===== config.mk =====
export PLATFORM = sky130hd
export DESIGN_NAME = xbar_slave_mem
export DESIGN_NICKNAME = d
export VERILOG_FILES = /design/src/rtl/xbar_pkg.sv /design/src/rtl/xbar_slave_mem_array.sv /design/src/rtl/xbar_slave_mem.sv
export SDC_FILE = /design/constraint.sdc
export NUM_CORES = 1
export LEC_CHECK = 0
export ABC_AREA = 1
export ABC_CLOCK_PERIOD_IN_PS = 2210
export BUFFER_PORTS_ARGS = -buffer_cell sky130_fd_sc_hd__buf_2
export CAP_MARGIN = 5
export CORE_MARGIN = 2
export CORE_UTILIZATION = 40
export DETAILED_ROUTE_END_ITERATION = 12
export MAX_ROUTING_LAYER = met4
export PLACE_DENSITY_LB_ADDON = 0.12
export SKIP_CTS_REPAIR_TIMING = 1
export SLEW_MARGIN = 15
export SYNTH_ARGS = -nofsm -noshare
export SYNTH_HDL_FRONTEND = slang
export SYNTH_SLANG_ARGS = --single-unit

===== constraint.sdc =====
create_clock -name clk -period 2.21 [get_ports clk]
set_input_delay 0.1105 -clock clk [delete_from_list [all_inputs] [get_ports clk]]
set_output_delay 0.1105 -clock clk [all_outputs]
set_load 0.01 [all_outputs]

===== src/rtl/xbar_pkg.sv =====
// Shared crossbar constants and types: default bus widths, command encoding,
// slave responder state encoding, and the wait counter load helper.
package xbar_pkg;

  localparam int DATA_W = 11;
  localparam int ADDR_W = 11;

  localparam logic CMD_READ  = 1'b0;
  localparam logic CMD_WRITE = 1'b1;

  localparam int WAIT_CNT_W = 4;

  typedef enum logic [1:0] {
    IDLE,
    WAIT,
    ACK,
    RESP
  } slave_state_t;

  // The counter is loaded with one less than the wait-state count because the
  // WAIT state exits on the cycle the counter reads zero.
  function automatic logic [WAIT_CNT_W-1:0] wait_load(input int wait_states);
    logic [WAIT_CNT_W-1:0] ld;
    ld = '0;
    if (wait_states > 0) ld = WAIT_CNT_W'(wait_states - 1);
    return ld;
  endfunction

endpackage


===== src/rtl/xbar_slave_mem_array.sv =====
// Word array behind the slave responder: one synchronous write port, one
// registered read port with enable; every word and the read register clear on reset.
module xbar_slave_mem_array #(
  parameter int DATA_W = 11,
  parameter int MEM_AW = 6
) (
  input  logic              clk,
  input  logic              reset_n,
  input  logic              wr_en,
  input  logic [MEM_AW-1:0] wr_idx,
  input  logic [DATA_W-1:0] wr_dat,
  input  logic              rd_en,
  input  logic [MEM_AW-1:0] rd_idx,
  output logic [DATA_W-1:0] rd_dat
);

  localparam int DEPTH = 1 << MEM_AW;

  logic [DATA_W-1:0] mem [DEPTH];

  always_ff @(posedge clk) begin
    if (!reset_n) begin
      for (int i = 0; i < DEPTH; i++) begin
        mem[i] <= '0;
      end
    end else if (wr_en) begin
      mem[wr_idx] <= wr_dat;
    end
  end

  // Read register holds its value between reads; consumers qualify it with resp.
  always_ff @(posedge clk) begin
    if (!reset_n) begin
      rd_dat <= '0;
    end else if (rd_en) begin
      rd_dat <= mem[rd_idx];
    end
  end

endmodule


===== src/rtl/xbar_slave_mem.sv =====
// Memory-backed crossbar slave: ack at T+1+WAIT_STATES, read resp one cycle later.
// Requests are held by the crossbar until ack; dropping req before ack abandons it.
module xbar_slave_mem #(
  parameter int DATA_W      = 11,
  parameter int ADDR_W      = 11,
  parameter int MEM_AW      = 6,
  parameter int WAIT_STATES = 0
) (
  input  logic              clk,
  input  logic              reset_n,
  input  logic              slave_req,
  input  logic [ADDR_W-1:0] slave_addr,
  input  logic              slave_cmd,
  input  logic [DATA_W-1:0] slave_wdata,
  output logic              slave_ack,
  output logic [DATA_W-1:0] slave_rdata,
  output logic              slave_resp
);

  import xbar_pkg::*;

  localparam logic [WAIT_CNT_W-1:0] WAIT_LOAD = wait_load(WAIT_STATES);

  slave_state_t          state_q, state_d;
  logic [WAIT_CNT_W-1:0] wcnt_q, wcnt_d;
  logic                  wr_en;
  logic                  rd_en;
  logic [MEM_AW-1:0]     word_idx;

  // Upper address bits were already decoded by the crossbar.
  assign word_idx = slave_addr[MEM_AW-1:0];

  generate
    if (ADDR_W > MEM_AW) begin : g_addr_hi
      logic unused_addr_hi;
      assign unused_addr_hi = ^slave_addr[ADDR_W-1:MEM_AW];
    end
  endgenerate

  always_ff @(posedge clk) begin
    if (!reset_n) begin
      state_q <= IDLE;
      wcnt_q  <= '0;
    end else begin
      state_q <= state_d;
      wcnt_q  <= wcnt_d;
    end
  end

  always_comb begin
    state_d    = state_q;
    wcnt_d     = wcnt_q;
    slave_ack  = 1'b0;
    slave_resp = 1'b0;
    wr_en      = 1'b0;
    rd_en      = 1'b0;
    case (state_q)
      // RESP accepts a new request exactly like IDLE so reads pipeline back-to-back.
      IDLE, RESP: begin
        slave_resp = (state_q == RESP);
        if (slave_req) begin
          if (WAIT_STATES > 0) begin
            state_d = WAIT;
            wcnt_d  = WAIT_LOAD;
          end else begin
            state_d = ACK;
          end
        end else begin
          state_d = IDLE;
        end
      end
      WAIT: begin
        if (!slave_req) begin
          state_d = IDLE;
          wcnt_d  = '0;
        end else if (wcnt_q == '0) begin
          state_d = ACK;
        end else begin
          wcnt_d = wcnt_q - 1'b1;
        end
      end
      ACK: begin
        slave_ack = slave_req;
        state_d   = IDLE;
        if (slave_req) begin
          if (slave_cmd == CMD_WRITE) begin
            wr_en = 1'b1;
          end else begin
            rd_en   = 1'b1;
            state_d = RESP;
          end
        end
      end
      default: begin
        state_d = IDLE;
      end
    endcase
  end

  xbar_slave_mem_array #(
    .DATA_W(DATA_W),
    .MEM_AW(MEM_AW)
  ) u_array (
    .clk    (clk),
    .reset_n(reset_n),
    .wr_en  (wr_en),
    .wr_idx (word_idx),
    .wr_dat (slave_wdata),
    .rd_en  (rd_en),
    .rd_idx (word_idx),
    .rd_dat (slave_rdata)
  );

endmodule


* Word level (Yosys, flattened, before mapping)
Memory sizes are Yosys's and may differ from the RTL's. A register that Yosys moved wholly into a read port is not among the register bits.
Index checks and enable logic that the tools add are counted.
** Storage, ports and cells
- Input port bits :: 26
- Memory bits (writable) :: 704
- Memories kept :: 1
- Output and inout port bits :: 13
- Register bits :: 6
** Memories
- u_array.mem :: words 64, bits a word 11, read ports 1, clocked after memory_dff 1, wr ports 64, line xbar_slave_mem_array.sv:19 : logic [DATA_W-1:0] mem [DEPTH];
** Cells by class
- Eq/ne operators :: 5
- Add/sub/neg operators :: 1
- Reductions and logical operators :: 6
- Mux-type cells :: 23
** Operators with widths (count)
- $mux W1 :: 13
- $mux W11 :: 1
- $reduce_or A11 Y1 :: 1
- $mux W2 :: 5
- $mux W4 :: 2
- $mux W6 :: 1
- $pmux W2 S3 :: 1
- $eq A2 B2 Y1 const B :: 2
- $logic_not A4 Y1 :: 1
- $sub A4 B1 Y4 const B :: 1
- $ne A3 B3 Y1 const B :: 1
- $eq A2 B1 Y1 const B :: 1
- $logic_not A2 Y1 :: 1
- $ne A2 B2 Y1 const B :: 1
- $reduce_and A2 Y1 :: 1
- $reduce_or A2 Y1 :: 1
- $logic_not A1 Y1 :: 1

* Depth between registers and ports, before layout
- Depth in word-level cells :: 8
- Mapped depth :: 11
- Mapped depth without buffers :: 9

* By module
A second synthesis with hierarchy kept.
** Second synthesis, totals
- Cells, all modules :: 3418
- Area, all modules :: 32765.2 um2
** Modules (own cells, without submodules)
- xbar_slave_mem_array :: seq. area each 21360.5 um2, cells each 3366, area an instance 32388.6 um2, instances 1
- xbar_slave_mem :: seq. area each 120.1 um2, cells each 52, area an instance 376.6 um2, instances 1

* Worst setup path after synthesis
Ideal clock, no wire load.
- Path kind :: reg2reg
- Start point :: register state_q[1]
- End point :: memory u_array.mem[10][0], enable pin
- Data required time :: 1865 ps
- Period minus slack after synthesis :: 2099 ps
- Arrival :: 1755 ps
- Slack :: 111 ps
- Stages on the path, launching flop included :: 11
- Cell sequence :: dfxtp_1 inv_1 nor2_1 inv_1 nor2_2 nand3_4 inv_2 buf_2 nand3_1 clkbuf_1 nand2_1
** RTL lines
- start: declaration :: line xbar_slave_mem.sv:24 : slave_state_t state_q, state_d;
- start signal: assignment :: line xbar_slave_mem.sv:45 : state_q <= state_d;
- end: declaration :: line xbar_slave_mem_array.sv:19

==> impl_metrics.yaml <==
critical_path:
  critical_path.endpoint_type: "flip-flop"
  worstSetupPathType: "reg -> reg"
  worstPathArrival_ns: 2.40
  startpoint_type: "flip-flop"
  worst_ep_required_time_ns: 2.55
  crit_path_max_fanout: 11
sta:
  worst_slack_ns: 0.147
  fin_crit_ns: 2.06
  clock-skew-final_ns: 0.0199
  count_of_final_max_slew_check_failures: 0
  worst_slew_pin_slew_ns: 0.730
  finalHoldViolations: 1
  fmax_ghz: 0.485
  max_slew_margin: 0.508
  worst_hold_slack_ns: -0.0268
  setup_viol: 0
  post-route-period-util: 0.934
yosys:
  synth_fp_nets: 3743
  synthXorXnorAreaFrac: 0
  synth_sequential_area_ratio: 0.632
  synth-simple-area-share: 0.250
  fraction_of_the_mapped_netlist_area_in_compound_gates: 0.0360
  main_combinational_cell_family_by_area_after_synthesis: "simple AND/OR/NAND/NOR gates"
  ys_types: 28
  synthMostInstantiatedCell: "sky130_fd_sc_hd__nor2_1"
  synth_top_cells_by_count: "887 x sky130_fd_sc_hd__nor2_1, 773 x sky130_fd_sc_hd__nand2_1, 704 x sky130_fd_sc_hd__edfxtp_1, 435 x sky130_fd_sc_hd__inv_1, 256 x sky130_fd_sc_hd__nand3_1"
  yosys-mux-area-fraction: 0
  synth.ff_latch_count: 721
  avgSynthCellArea_sq_um: 9.15
  synth_top_cell_by_area: "sky130_fd_sc_hd__edfxtp_1"
  yosys.area.top_type_share: 0.622
  synth_ff_type: "sky130_fd_sc_hd__edfxtp_1"
  ranking_of_synthesized_cells_by_area: "sky130_fd_sc_hd__edfxtp_1 62%, sky130_fd_sc_hd__nor2_1 9.8%, sky130_fd_sc_hd__nand2_1 8.5%"
  synth.yosys.warnings: 0
  synthAdderAreaFrac: 0.000736
  post_synth_inst_count: 3715
  synth_area_sq_um: 34000
  async_set_or_reset_flop_fraction_in_the_synthesized_netlist: 0
  synth_edf_count: 704
cts:
  h-tree-depth: 3
  ctsRootBufferMaster: "sky130_fd_sc_hd__clkbuf_16"
  cts_tree: "yes"
  clkSinkCount: 721
  worstSkewPairLatency_ns: 0.63
  clock_tree.buffer_depth: 3
  numCtsBuffers: 82
  clk_pin_slew_ns: 0.05
detailed_routing:
  detailedRoute.firstPassIterationCount: 5
  met2_wirelength_mm: 44.6
  final_routed_wirelength_mm: 98.8
  detail_route.wl_per_cell_um: 19.6
  post-route-drc-count: 0
  wirelength_met1_mm: 44.9
  highest-signal-layer: "met4"
  postRouteAntennaNets: 0
  num_vias: 24600
  violation_count_after_the_first_detailed_route_iteration: 1969
  wl_met3_mm: 6.25
  via_per_inst: 4.87
cells_and_area:
  layoutNonFillerInstCount: 5044
  layout-drive-gt1-share: 0.145
  final.fill_count: 7960
  finish.utilization: 0.478
  syn2layout_area_growth_pct: 18.0
  final_net_count: 3876
place:
  placed_cells: 4894
  place.port_buffers: 33
  gp_congestion: 0.828
  preCtsSetupSlack_ns: 0.00691
  dp_hpwl_mm: 62.9
power_and_ir_drop:
  power.leakage_uw: 0.0176
  p_per_area_nw_per_um2: 772
  worst_ir_drop_vdd_mv: 0.536
run:
  timing.max_cap.violations: 0
outcome:
  outcome: "finished with violations"
  violations: "negative hold slack"
floorplanning:
  initial_core_util: 0.405
  placeableCoreArea_sq_um: 84000
  die-height_um: 296
  ios: 39
  chipWidth_um: 296
  die_area_sq_um: 87300
  rows: 106
worst_hold_path:
  timing.hold.worst.class: "in -> reg"
grt:
  grt_antenna_before_repair: 3
  grt_use_total: 0.237
  grt.overflow.total: 0
  grt_start_max_net_pins: 78
  grt_first_pass_wirelength_mm: 147
  grt_pass1_vias: 23600
-- worst paths after layout --
kind / from / slack, ns / endpoint / depth (start not counted)
worst max-delay path: state_q[1] / 0.15 / u_array.mem[37][4] / 12
worst min-delay path: slave_cmd / -0.03 / state_q[0] / 4
worst max register to register: state_q[1] / 0.15 / u_array.mem[37][4] / 12
worst min register to register: wcnt_q[1] / 0.49 / wcnt_q[1] / 2
-- cell families (layout without fill, tap and decap cells) --
group | Yosys count | count (layout)
other cells | 0 | 1
fa+ha+maj | 2 | 2
compound gates | 218 | 218
simple gates | 2053 | 2053
flops | 721 | 721
buf+inv | 721 | 915
-- state kept, by name (all words and copies together) (netlist names) --
signal / count
state_q: 2
wcnt_q: 4
u_array.mem: 704
u_array.rd_dat: 11
-- cell type report --
type	instances	area, sq um	share of cell area
repair buffers	317	3280	0.0818
diodes	1	2.50	0.0000624
inverters	453	1720	0.0428
well taps	1134	1420	0.0354
clock buffers	104	2130	0.0532
clock inverters	41	322	0.00801
flip-flops and latches	721	21500	0.535
multi-input cells	2273	9760	0.243
-- cells in the final DEF (no fill, tap or decap), drive strengths merged, types with 17 or more instances in the layout --
cell type | netlist | layout
o211ai | 51 | 51
nor2 | 894 | 894
clkbuf | 205 | 104
inv | 452 | 447
nand3 | 257 | 257
dfxtp | 17 | 17
edfxtp | 704 | 704
clkinv | 1 | 43
o21ai | 149 | 149
buf | 63 | 315
or2 | 111 | 111
nand2 | 773 | 773
-- layer usage --
metal / vias up / global-route usage
met5: - / -
met4: 0 / 0.0791
met2: 663 / 0.358
met1: 11700 / 0.328
met3: 162 / 0.0351
li1: 12100 / -
-- report_power, final --
group	internal, uW	switching (uW)	total, uW	leakage [uW]
sequential	15500	135	15600	0.00726
clock	7290	5510	12800	0.00120
combinational	825	1740	2560	0.00910
-- critical path, cell delays in order (launching register included) --
cell and delay [ns]:
sky130_fd_sc_hd__dfxtp_1 0.33, sky130_fd_sc_hd__inv_1 0.05, sky130_fd_sc_hd__nor2_1 0.08, sky130_fd_sc_hd__inv_1 0.06
sky130_fd_sc_hd__nor2_2 0.16, sky130_fd_sc_hd__nand3_4 0.10, sky130_fd_sc_hd__buf_12 0.16, sky130_fd_sc_hd__buf_4 0.14
sky130_fd_sc_hd__nor4_4 0.14, sky130_fd_sc_hd__buf_4 0.19, sky130_fd_sc_hd__nand2_1 0.09, sky130_fd_sc_hd__nand2_1 0.11
sky130_fd_sc_hd__buf_12 0.15
-- metrics by stage --
stage               total power (uW)  area, sq um  setup TNS, ns
finish                         31000        40100              0
global route                   32000        40100        -0.0320
CTS                            31200        40100         -0.109
detailed placement             18400        37600              0
global placement               18400        37600              0
floorplan                      17200        34000              0
(Power assumes the default switching activity.)
